**config.mk**
```make
export PLATFORM = sky130hd
export DESIGN_NAME = reg_ac
export DESIGN_NICKNAME = d
export VERILOG_FILES = /design/src/rtl/reg_ac.sv
export SDC_FILE = /design/constraint.sdc
export NUM_CORES = 1
export LEC_CHECK = 0
export CAP_MARGIN = 0
export CORE_MARGIN = 5
export CORE_UTILIZATION = 30
export DETAILED_ROUTE_END_ITERATION = 7
export GPL_TIMING_DRIVEN = 0
export PLACE_DENSITY = 0.52
export SLEW_MARGIN = 20
export SYNTH_ARGS = -nofsm -noshare
export SYNTH_HDL_FRONTEND = slang
export SYNTH_SLANG_ARGS = --single-unit
```
**constraint.sdc**
```tcl
create_clock -name CLK -period 4.7 [get_ports CLK]
set_input_delay 0.705 -clock CLK [delete_from_list [all_inputs] [get_ports CLK]]
set_output_delay 0.705 -clock CLK [all_outputs]
set_load 0.005 [all_outputs]
```
**src/rtl/reg_ac.sv**
```systemverilog
// reg_ac: accumulator AC and carry flip-flop E of the basic computer datapath
module reg_ac #(
    parameter int WIDTH = 16
) (
    input  logic             CLK,
    input  logic             RST,
    input  logic [WIDTH-1:0] IN_IR,
    input  logic [WIDTH-1:0] Q_DR,
    input  logic [2:0]       t,
    output logic [WIDTH-1:0] Q_AC,
    output logic             E,
    output logic             AC_ZERO,
    output logic             SKIP,
    output logic             HALT
);
    logic [WIDTH-1:0] ac_q, ac_d;
    logic             e_q, e_d;
    logic             halt_q, halt_d;
    logic [2:0]       op;
    logic             rr_t3;
    logic [12:0]      above;
    logic [11:0]      sel;

    assign op    = IN_IR[14:12];
    assign rr_t3 = (op == 3'd7) && !IN_IR[15] && (t == 3'd3);

    // Only the highest-order set bit of the register-reference field is acted on.
    assign above[12] = 1'b0;
    for (genvar k = 11; k >= 0; k--) begin : g_sel
        assign above[k] = above[k+1] | IN_IR[k];
        assign sel[k]   = IN_IR[k] & ~above[k+1];
    end

    // Next-state of AC, E and HALT; a set HALT freezes AC and E.
    always_comb begin
        ac_d   = ac_q;
        e_d    = e_q;
        halt_d = halt_q | (rr_t3 & sel[0]);
        if (!halt_q && t == 3'd5) begin
            if (op == 3'd0)
                ac_d = ac_q & Q_DR;
            else if (op == 3'd1)
                {e_d, ac_d} = {1'b0, ac_q} + {1'b0, Q_DR};
            else if (op == 3'd2)
                ac_d = Q_DR;
        end
        if (!halt_q && rr_t3) begin
            ac_d = sel[11] ? '0 :
                   sel[9]  ? ~ac_q :
                   sel[7]  ? {e_q, ac_q[WIDTH-1:1]} :
                   sel[6]  ? {ac_q[WIDTH-2:0], e_q} :
                   sel[5]  ? ac_q + {{(WIDTH-1){1'b0}}, 1'b1} : ac_q;
            e_d  = sel[10] ? 1'b0 :
                   sel[8]  ? ~e_q :
                   sel[7]  ? ac_q[0] :
                   sel[6]  ? ac_q[WIDTH-1] : e_q;
        end
    end

    // Skip request is evaluated on pre-edge state so the PC can use it at the T3 edge.
    always_comb begin
        SKIP = rr_t3 & ((sel[4] & ~ac_q[WIDTH-1]) |
                        (sel[3] &  ac_q[WIDTH-1]) |
                        (sel[2] & ~|ac_q) |
                        (sel[1] & ~e_q));
    end

    // State registers with synchronous reset taking priority over any operation.
    always_ff @(posedge CLK) begin
        if (RST) begin
            ac_q   <= '0;
            e_q    <= 1'b0;
            halt_q <= 1'b0;
        end else begin
            ac_q   <= ac_d;
            e_q    <= e_d;
            halt_q <= halt_d;
        end
    end

    assign Q_AC    = ac_q;
    assign E       = e_q;
    assign HALT    = halt_q;
    assign AC_ZERO = ~|ac_q;
endmodule

```
; ---- After elaboration in Yosys (flattened, before gate mapping)
; Index checks and enable logic that the tools add are counted.
[word_totals]
regBits = 18
out_inout_bits = 20
[classes]
addsub = 2
eq_ne = 8
muxes = 18
n_bitwise = 46
reduce_logical = 14
[ops]
columns = operator, n
row1 = two-way mux 16 bit, 10
row2 = adder 16 x 16 -> 17 bit, 1
row3 = AND 1 bit, 17
row4 = adder 16 x 1 -> 16 bit (second input constant), 1
row5 = AND 16 bit, 1
row6 = NOT 16 bit, 1
row7 = OR reduction 16 bit, 1
row8 = OR 1 bit, 14
row9 = NOT 1 bit, 13
row10 = two-way mux 1 bit, 8
row11 = == test 3 x 2 -> 1 bit (second input constant), 2
row12 = == test 3 bit (second input constant), 2
row13 = != test 6 bit (second input constant), 1
row14 = != test 5 bit (second input constant), 1
row15 = logical AND 1 bit, 4
row16 = AND reduction 4 bit, 1
row17 = nonzero test 2 bit, 2
row18 = nonzero test 4 bit, 1
row19 = == test 3 x 1 -> 1 bit (second input constant), 1
row20 = zero test 1 bit, 3
row21 = zero test 3 bit, 1
row22 = AND reduction 3 bit, 1
row23 = != test 2 x 1 -> 1 bit (second input constant), 1

; ---- Longest topological paths before layout
; Gate-level depths: netlist of run 1.
[depth]
depth_word = 14
mapped_depth = 10
mapped_depth_nobuf = 8

; ---- Worst setup path before layout of run 1
; No wires, ideal clock.
[synth_path]
kind = input -> register
from = input port Q_DR[0]
to = register ac_q[14], in the netlist Q_AC[14]
t_arrival_ns = 2.382
required_ns = 4.614
setup_slack_ns = 2.232
cell_stages = 8
path_cell_list = ha_1 fa_1 a21oi_1 o211ai_1 a211oi_1 or4_1 o211ai_1 a211oi_1
[synth_via]
elab_chain_cells = 5
[synth_rtl]
columns = element, line
row1 = start: declaration, 8  ; input logic [WIDTH-1:0] Q_DR,
row2 = adder 16 x 16 -> 17 bit, 43  ; {e_d, ac_d} = {1'b0, ac_q} + {1'b0, Q_DR};
row3 = two-way mux 16 bit, 42  ; else if (op == 3'd1)
row4 = two-way mux 16 bit, 40  ; if (op == 3'd0)
row5 = two-way mux 16 bit, 39  ; if (!halt_q && t == 3'd5) begin
row6 = two-way mux 16 bit, 47  ; if (!halt_q && rr_t3) begin
row7 = end signal: assignment, 71  ; ac_q <= '0;
row8 = end signal: assignment, 75  ; ac_q <= ac_d;
row9 = end: declaration, 16  ; logic [WIDTH-1:0] ac_q, ac_d;
; No other way between the ends. The select of a mux whose other input is x is not followed.
; A chain may end at the register's enable or synchronous reset.

; ---- Worst setup path after layout of run 1
[layout_path]
from = input port IN_IR[12]
to = output port SKIP
[layout_via]
elab_chain_cells = 4
[layout_rtl]
columns = element, line
row1 = start: declaration, 7  ; input logic [WIDTH-1:0] IN_IR,
row2 = == test 3 bit, 25  ; assign rr_t3 = (op == 3'd7) && !IN_IR[15] && (t == 3'd3);
row3 = logical AND 1 bit (2 in series), 25
row4 = AND 1 bit, 62  ; SKIP = rr_t3 & ((sel[4] & ~ac_q[WIDTH-1]) |
row5 = end: declaration, 13  ; output logic SKIP,
; No other way between the ends.

==> results of run 1 <==
[per-layer routing]
layer  vias to the layer above  wire length (um)
met5                         -                 0
met4                         0               136
met2                       125              5800
met1                      1801              5930
met3                        10               766
li1                       1846                 -
[power groups by stage]
stage | registers, uW | logic [uW] | clock network, uW
3_3_place_gp | 168 | 206 | 0
4_1_cts | 165 | 209 | 141
6_report | 164 | 210 | 139
3_5_place_dp | 168 | 208 | 0
2_1_floorplan | 165 | 119 | 0
5_1_grt | 165 | 229 | 146
[logic make-up after synthesis]
| logic type | count (synthesis) | synth area share, % |
|---|---|---|
| simple gates | 182 | 30.6 |
| compound gates | 170 | 36.8 |
| buf+inv | 47 | 7.70 |
| fa+ha+maj | 19 | 8.07 |
| flops | 18 | 11.9 |
| mux | 9 | 3.01 |
| xor+xnor | 7 | 2.02 |
[sequential cells by signal, summed over array words and instances, names as in the netlist]
name,flops
Q_AC,16
E,1
HALT,1
[stage by stage]
stage / total power [uW] / setup WS, ns / area (um2)
2_1_floorplan: 285 / 2.23 / 3040
3_3_place_gp: 374 / 0.922 / 3750
3_5_place_dp: 376 / 0.950 / 3750
4_1_cts: 514 / 0.945 / 3810
5_1_grt: 541 / 0.764 / 3810
6_report: 514 / 0.932 / 3810
[tightest hold or removal path: stages (launching register included)]
cell and delay, ns:
dfxtp_1 0.33, nor2_1 0.10, nor2_1 0.04
[path summary, 6_finish.rpt]
| check | slack [ns] | cells after the start | endpoint | start |
|---|---|---|---|---|
| setup / recovery | 0.93 | 8 | SKIP | IN_IR[12] |
| hold reg to reg | 0.51 | 2 | HALT | HALT |
| setup reg to reg | 1.94 | 8 | E | Q_AC[0] |
| hold / removal | 0.51 | 2 | HALT | HALT |
[placed cells by master (no fill, tap or decap), types with 7 or more instances in the layout]
| cell type | n |
|---|---|
| nor2_1 | 45 |
| a22oi_1 | 10 |
| o211ai_1 | 10 |
| inv_1 | 12 |
| mux2i_1 | 8 |
| a31oi_1 | 11 |
| ha_1 | 18 |
| nor3_1 | 17 |
| dfxtp_1 | 18 |
| nand2_1 | 45 |
| nor4_1 | 7 |
| clkdlybuf4s50_1 | 55 |
| nand3_1 | 17 |
| and2_1 | 7 |
| a211oi_1 | 11 |
| or3_1 | 8 |
| clkbuf_1 | 16 |
| a21oi_1 | 42 |
| o21ai_1 | 8 |
| buf_2 | 7 |
| o21ai_0 | 30 |
[area by class of cell]
cell class / count / area (um2)
fillers: 1142 / 6010
well taps: 133 / 166
repair buffers: 55 / 551
flip-flops and latches: 18 / 360
multi-input cells: 387 / 2440
clock buffers: 4 / 55.1
plain buffers: 35 / 189
inverters: 12 / 45.0
==> results.tsv, run 1 <==
stage	metric	value	unit
pwr	pwr-share-comb	40.9	%
critical_path	cp_slowest_cell	clkdlybuf4s50_1	
sta	worst_pin_slew	0.967	ns
drt	routed_wl	12600	um
clock_network	ctsResizeCount	0	
finish	nNetsFinal	568	
pwr	seq_power_share	32.0	%
critical_path	cp_common_cell	clkdlybuf4s50_1	
finish	diodes	0	
sta	hold_violations	0	
finish	area_growth	25.4	%
synthesis	synth_seq_cells	18	
drt	wl_per_cell	19.6	um
pwr	sw_frac_of_total	36.6	%
sta	hold-worst-slack	0.510	ns
synthesis	synthesis.area	3040	um2
place	dp_hpwl	9770	um
pwr	p_switching	188	uW
pwr	p_leak	0.00127	uW
floorplanning	io_pins	57	
floorplanning	initial_core_util	30.9	%
clock_network	clockBufferDepth	2	
synthesis	synth_common_cells	45 x nand2_1, 45 x nor2_1, 42 x a21oi_1, 30 x o21ai_0	
clock_network	insertion_delay	0.27	ns
critical_path	cp.arrival	3.06	ns
critical_path	cp_top_family	buffers and inverters	
synthesis	ys_seq_area_share	11.9	%
global_route	use_met2	32.5	%
pwr	clkPwrFrac	27.1	%
critical_path	required	3.99	ns
pwr	ir_worst_vdd	0.0986	mV
global_route	use_met1	27.1	%
synthesis	avgSynthCellArea	6.72	um2
sta	tns	0	ns
finish	fin_util	38.8	%
run	maxCapViolations	0	
global_route	track_usage	19.6	%
drt	drtIter0Drc	280	
floorplanning	die-area	12200	um2
sta	max_slew_margin	35.1	%
finish	drive_above_1_share	5.87	%
finish	final_cells	644	
clock_network	post_cts_buffers	0	
synthesis	syn_nets	508	
sta	min_period	3.77	ns
critical_path	critPathMaxFanout	10	
pwr	p_int	326	uW
critical_path	endpoint_kind	primary output	
global_route	grt_max_degree	11	
synthesis	syn_inst	452	
clock_network	clk_pin_slew	0.08	ns
clock_network	cts_tree	yes	
sta	drv_slew	0	
critical_path	path_class	in -> out	
clock_network	cts_htree_levels	1	
synthesis	synth_warnings	0	
global_route	grt_pass1_vias	3587	
global_route	grt-ovfl-total	0	
global_route	gr-usage-met3	3.17	%
synthesis	dominantRegCellSynth	dfxtp_1	
sta	fin_crit_sh	80.2	%
clock_network	clockRootBuffer	clkbuf_8	
drt	vias_per_cell	5.87	
floorplanning	num_rows	36	
sta	setup-violations-final	0	
synthesis	async_reset_ff_share	0	%
floorplanning	core	9820	um2
drt	num_vias	3782	
clock_network	cts.sinks	18	
clock_network	postCtsHoldBufs	0	
place	place_inst	640	
clock_network	cts_buffers	3	
pwr	power_per_cell_area	135	nW/um2
drt	drt_pass1_iterations	5	
sta	fin_worst_skew	0.00184	ns
critical_path	cp_cell_sequence	clkdlybuf4s50_1, buf_2, buf_1, nand2_1, nor2_1, nand4_1, a31oi_1, clkdlybuf4s50_1	
global_route	grt_pass1_wl	19800	um
floorplanning	dieHeight	111	um
critical_path	crit_path_max_incr_delay	0.53	ns
outcome	run_status	complete, no violations	
synthesis	synth.area.top_cells	dfxtp_1 12%, ha_1 7.4%, a21oi_1 6.9%	
drt	drc	0	
synthesis	synth_largest_area_cell	dfxtp_1	
sta	fmax	265	MHz
global_route	antenna_found_initial	0	
synthesis	ys_types	70	
place	io_buffers	55	
sta	rsz0062_at_grt	false	
floorplanning	die_x	111	um
synthesis	synth_edf_count	0	
drt	drtAntennaViolNets	0	
place	place.gp.congestion	0.933	
critical_path	path_buf_inv	4	
synthesis	synth_top_area_share	11.9	%
min_path	hp-class	reg -> reg	
global_route	grt.busiest_layer	met2	
critical_path	cp-start-kind	primary input	
(Power assumes the default switching activity.)
==> run 2, diff against run 1 <==
==> constraint.sdc (replaced) <==
create_clock -name CLK -period 3.5 [get_ports CLK]
set_input_delay 0.525 -clock CLK [delete_from_list [all_inputs] [get_ports CLK]]
set_output_delay 0.525 -clock CLK [all_outputs]
set_load 0.005 [all_outputs]
==> results.tsv, run 2 (synthesis gave the netlist of run 1 again) <==
stage	metric	value	unit	change
floorplanning	die-area	12200	um2	unchanged
drt	num_vias	3783		+0.026%
finish	fin_util	38.8	%	about the same
sta	min_period	3.24	ns	
sta	drv_slew	0		unchanged
sta	hold_violations	0		unchanged
min_path	hp-class	reg -> reg		
floorplanning	dieHeight	111	um	unchanged
outcome	run_status	complete, no violations		
global_route	track_usage	19.6	%	unchanged
place	io_buffers	55		unchanged
pwr	p_switching	250	uW	+33%
clock_network	ctsResizeCount	0		unchanged
finish	layout_commonest_cell	clkdlybuf4s50_1		
finish	nNetsFinal	567		-0.18%
pwr	clkPwrFrac	27.0	%	about the same
place	place_worst_setup_slack	0.110	ns	-0.840 ns
critical_path	cp-start-kind	flip-flop		
drt	routed_wl	12500	um	-0.97%
drt	drc	0		unchanged
floorplanning	initial_core_util	30.9	%	unchanged
floorplanning	core	9820	um2	unchanged
drt	wl_per_cell	19.4	um	-0.82%
critical_path	endpoint_kind	primary output		
clock_network	insertion_delay	0.26	ns	about the same
pwr	p_int	437	uW	+34%
pwr	ir_worst_vdd	0.132	mV	+34%
finish	largest_reg_flops	16		unchanged
critical_path	critPathMaxFanout	9		-1
pwr	sw_frac_of_total	36.4	%	-0.24 points
finish	final_cell_mix	55 x clkdlybuf4s50_1, 45 x nand2_1, 45 x nor2_1		
clock_network	clockRootBuffer	clkbuf_8		
sta	worst_pin_slew	0.940	ns	-0.0267 ns
global_route	grt_max_degree	11		unchanged
clock_network	clk_pin_slew	0.08	ns	about the same
global_route	grt-ovfl-total	0		unchanged
clock_network	cts_tree	yes		
critical_path	cp.arrival	2.72	ns	-0.34 ns
sta	fmax	309	MHz	
pwr	seq_power_share	32.1	%	about the same
critical_path	path_class	reg -> out		
floorplanning	io_pins	57		unchanged
clock_network	postCtsHoldBufs	0		unchanged
place	place_area	3750	um2	unchanged
floorplanning	die_x	111	um	unchanged
pwr	pwr-share-comb	40.9	%	about the same
run	maxCapViolations	0		unchanged
clock_network	cts_htree_levels	1		unchanged
sta	rsz0062_at_grt	false		
pwr	fin_total_pwr	687	uW	+34%
clock_network	post_cts_buffers	0		unchanged
finish	diodes	0		unchanged
clock_network	clockBufferDepth	2		unchanged
drt	vias_per_cell	5.88		+0.18%
sta	max_slew_margin	36.9	%	+1.8 points
sta	fin_crit_sh	92.6	%	
critical_path	required	2.97	ns	-1.02 ns
floorplanning	num_rows	36		unchanged
drt	drtAntennaViolNets	0		unchanged
global_route	antenna_found_initial	0		unchanged
finish	design_area	3810	um2	about the same
place	dp_hpwl	9770	um	unchanged
clock_network	cts.sinks	18		unchanged
global_route	grt_pass1_wl	19800	um	unchanged
sta	timing.final.ws_setup	0.259	ns	-0.674 ns
sta	tns	0	ns	unchanged
finish	drive_above_1_share	5.88	%	+0.012 points
pwr	p_leak	0.00127	uW	about the same
drt	drt_pass1_iterations	5		unchanged
pwr	power_per_cell_area	181	nW/um2	+34%
clock_network	cts_buffers	3		unchanged
sta	fin_worst_skew	0.00196	ns	+0.000118 ns
finish	area_growth	25.3	%	about the same
place	place.gp.congestion	0.933		unchanged
drt	drtIter0Drc	275		-1.8%
global_route	grt_pass1_vias	3587		unchanged
sta	setup-violations-final	0		unchanged
[run 2: cell types whose count changed in the layout (fill, tap and decap cells not counted), sizes merged]
cell / delta
buf: -1
[run 2: area by class of cell]
class	instances	area, um2
plain buffers	34	185
clock buffers	4	55.1
inverters	12	45.0
flip-flops and latches	18	360
fillers	1142	6010
well taps	133	166
multi-input cells	387	2440
repair buffers	55	551
[run 2: final timing paths]
path              startpoint  endpoint  slack (ns)  depth (start not counted)
setup / recovery     Q_AC[1]      SKIP        0.26                          8
hold / removal          HALT      HALT        0.51                          2
setup reg to reg     Q_AC[0]         E        0.75                          8
hold reg to reg         HALT      HALT        0.51                          2
[run 2: worst max-delay path, stage by stage (launching register included)]
cell and delay [ns]:
dfxtp_1 0.46, inv_1 0.18, ha_1 0.18, nor4b_1 0.22
and4_1 0.32, a21oi_1 0.09, or3_1 0.31, a31oi_1 0.15
clkdlybuf4s50_1 0.53
[run 2: power by group through the flow]
stage / Clock, uW / Combinational [uW] / Sequential [uW]
2_1_floorplan: 0 / 160 / 222
3_3_place_gp: 0 / 276 / 226
3_5_place_dp: 0 / 279 / 226
4_1_cts: 189 / 280 / 221
5_1_grt: 196 / 307 / 222
6_report: 186 / 281 / 221
[run 2: per-layer routing]
metal | wire, um | vias to the layer above | share of wire, % | GRT usage, %
li1 | - | 1845 | - | -
met1 | 5820 | 1808 | 47 | 27.1
met2 | 5820 | 120 | 47 | 32.5
met3 | 735 | 10 | 5.9 | 3.17
met4 | 131 | 0 | 1.0 | 3.37
met5 | 0 | - | 0 | 0
[run 2: through the flow]
step                hold slack [ns]  cells
floorplan                     0.488    452
global placement              0.507    640
detailed placement            0.496    640
CTS                           0.512    644
global route                  0.540    643
finish                        0.510    643
==> run 3, diff against run 2 <==
--- a/config.mk
+++ b/config.mk
@@ -15,3 +15,4 @@
 export SYNTH_ARGS = -nofsm -noshare
 export SYNTH_HDL_FRONTEND = slang
 export SYNTH_SLANG_ARGS = --single-unit
+export TNS_END_PERCENT = 10
==> results of run 3 <==
Final layout, timing and power as in run 2 (identical DEF).
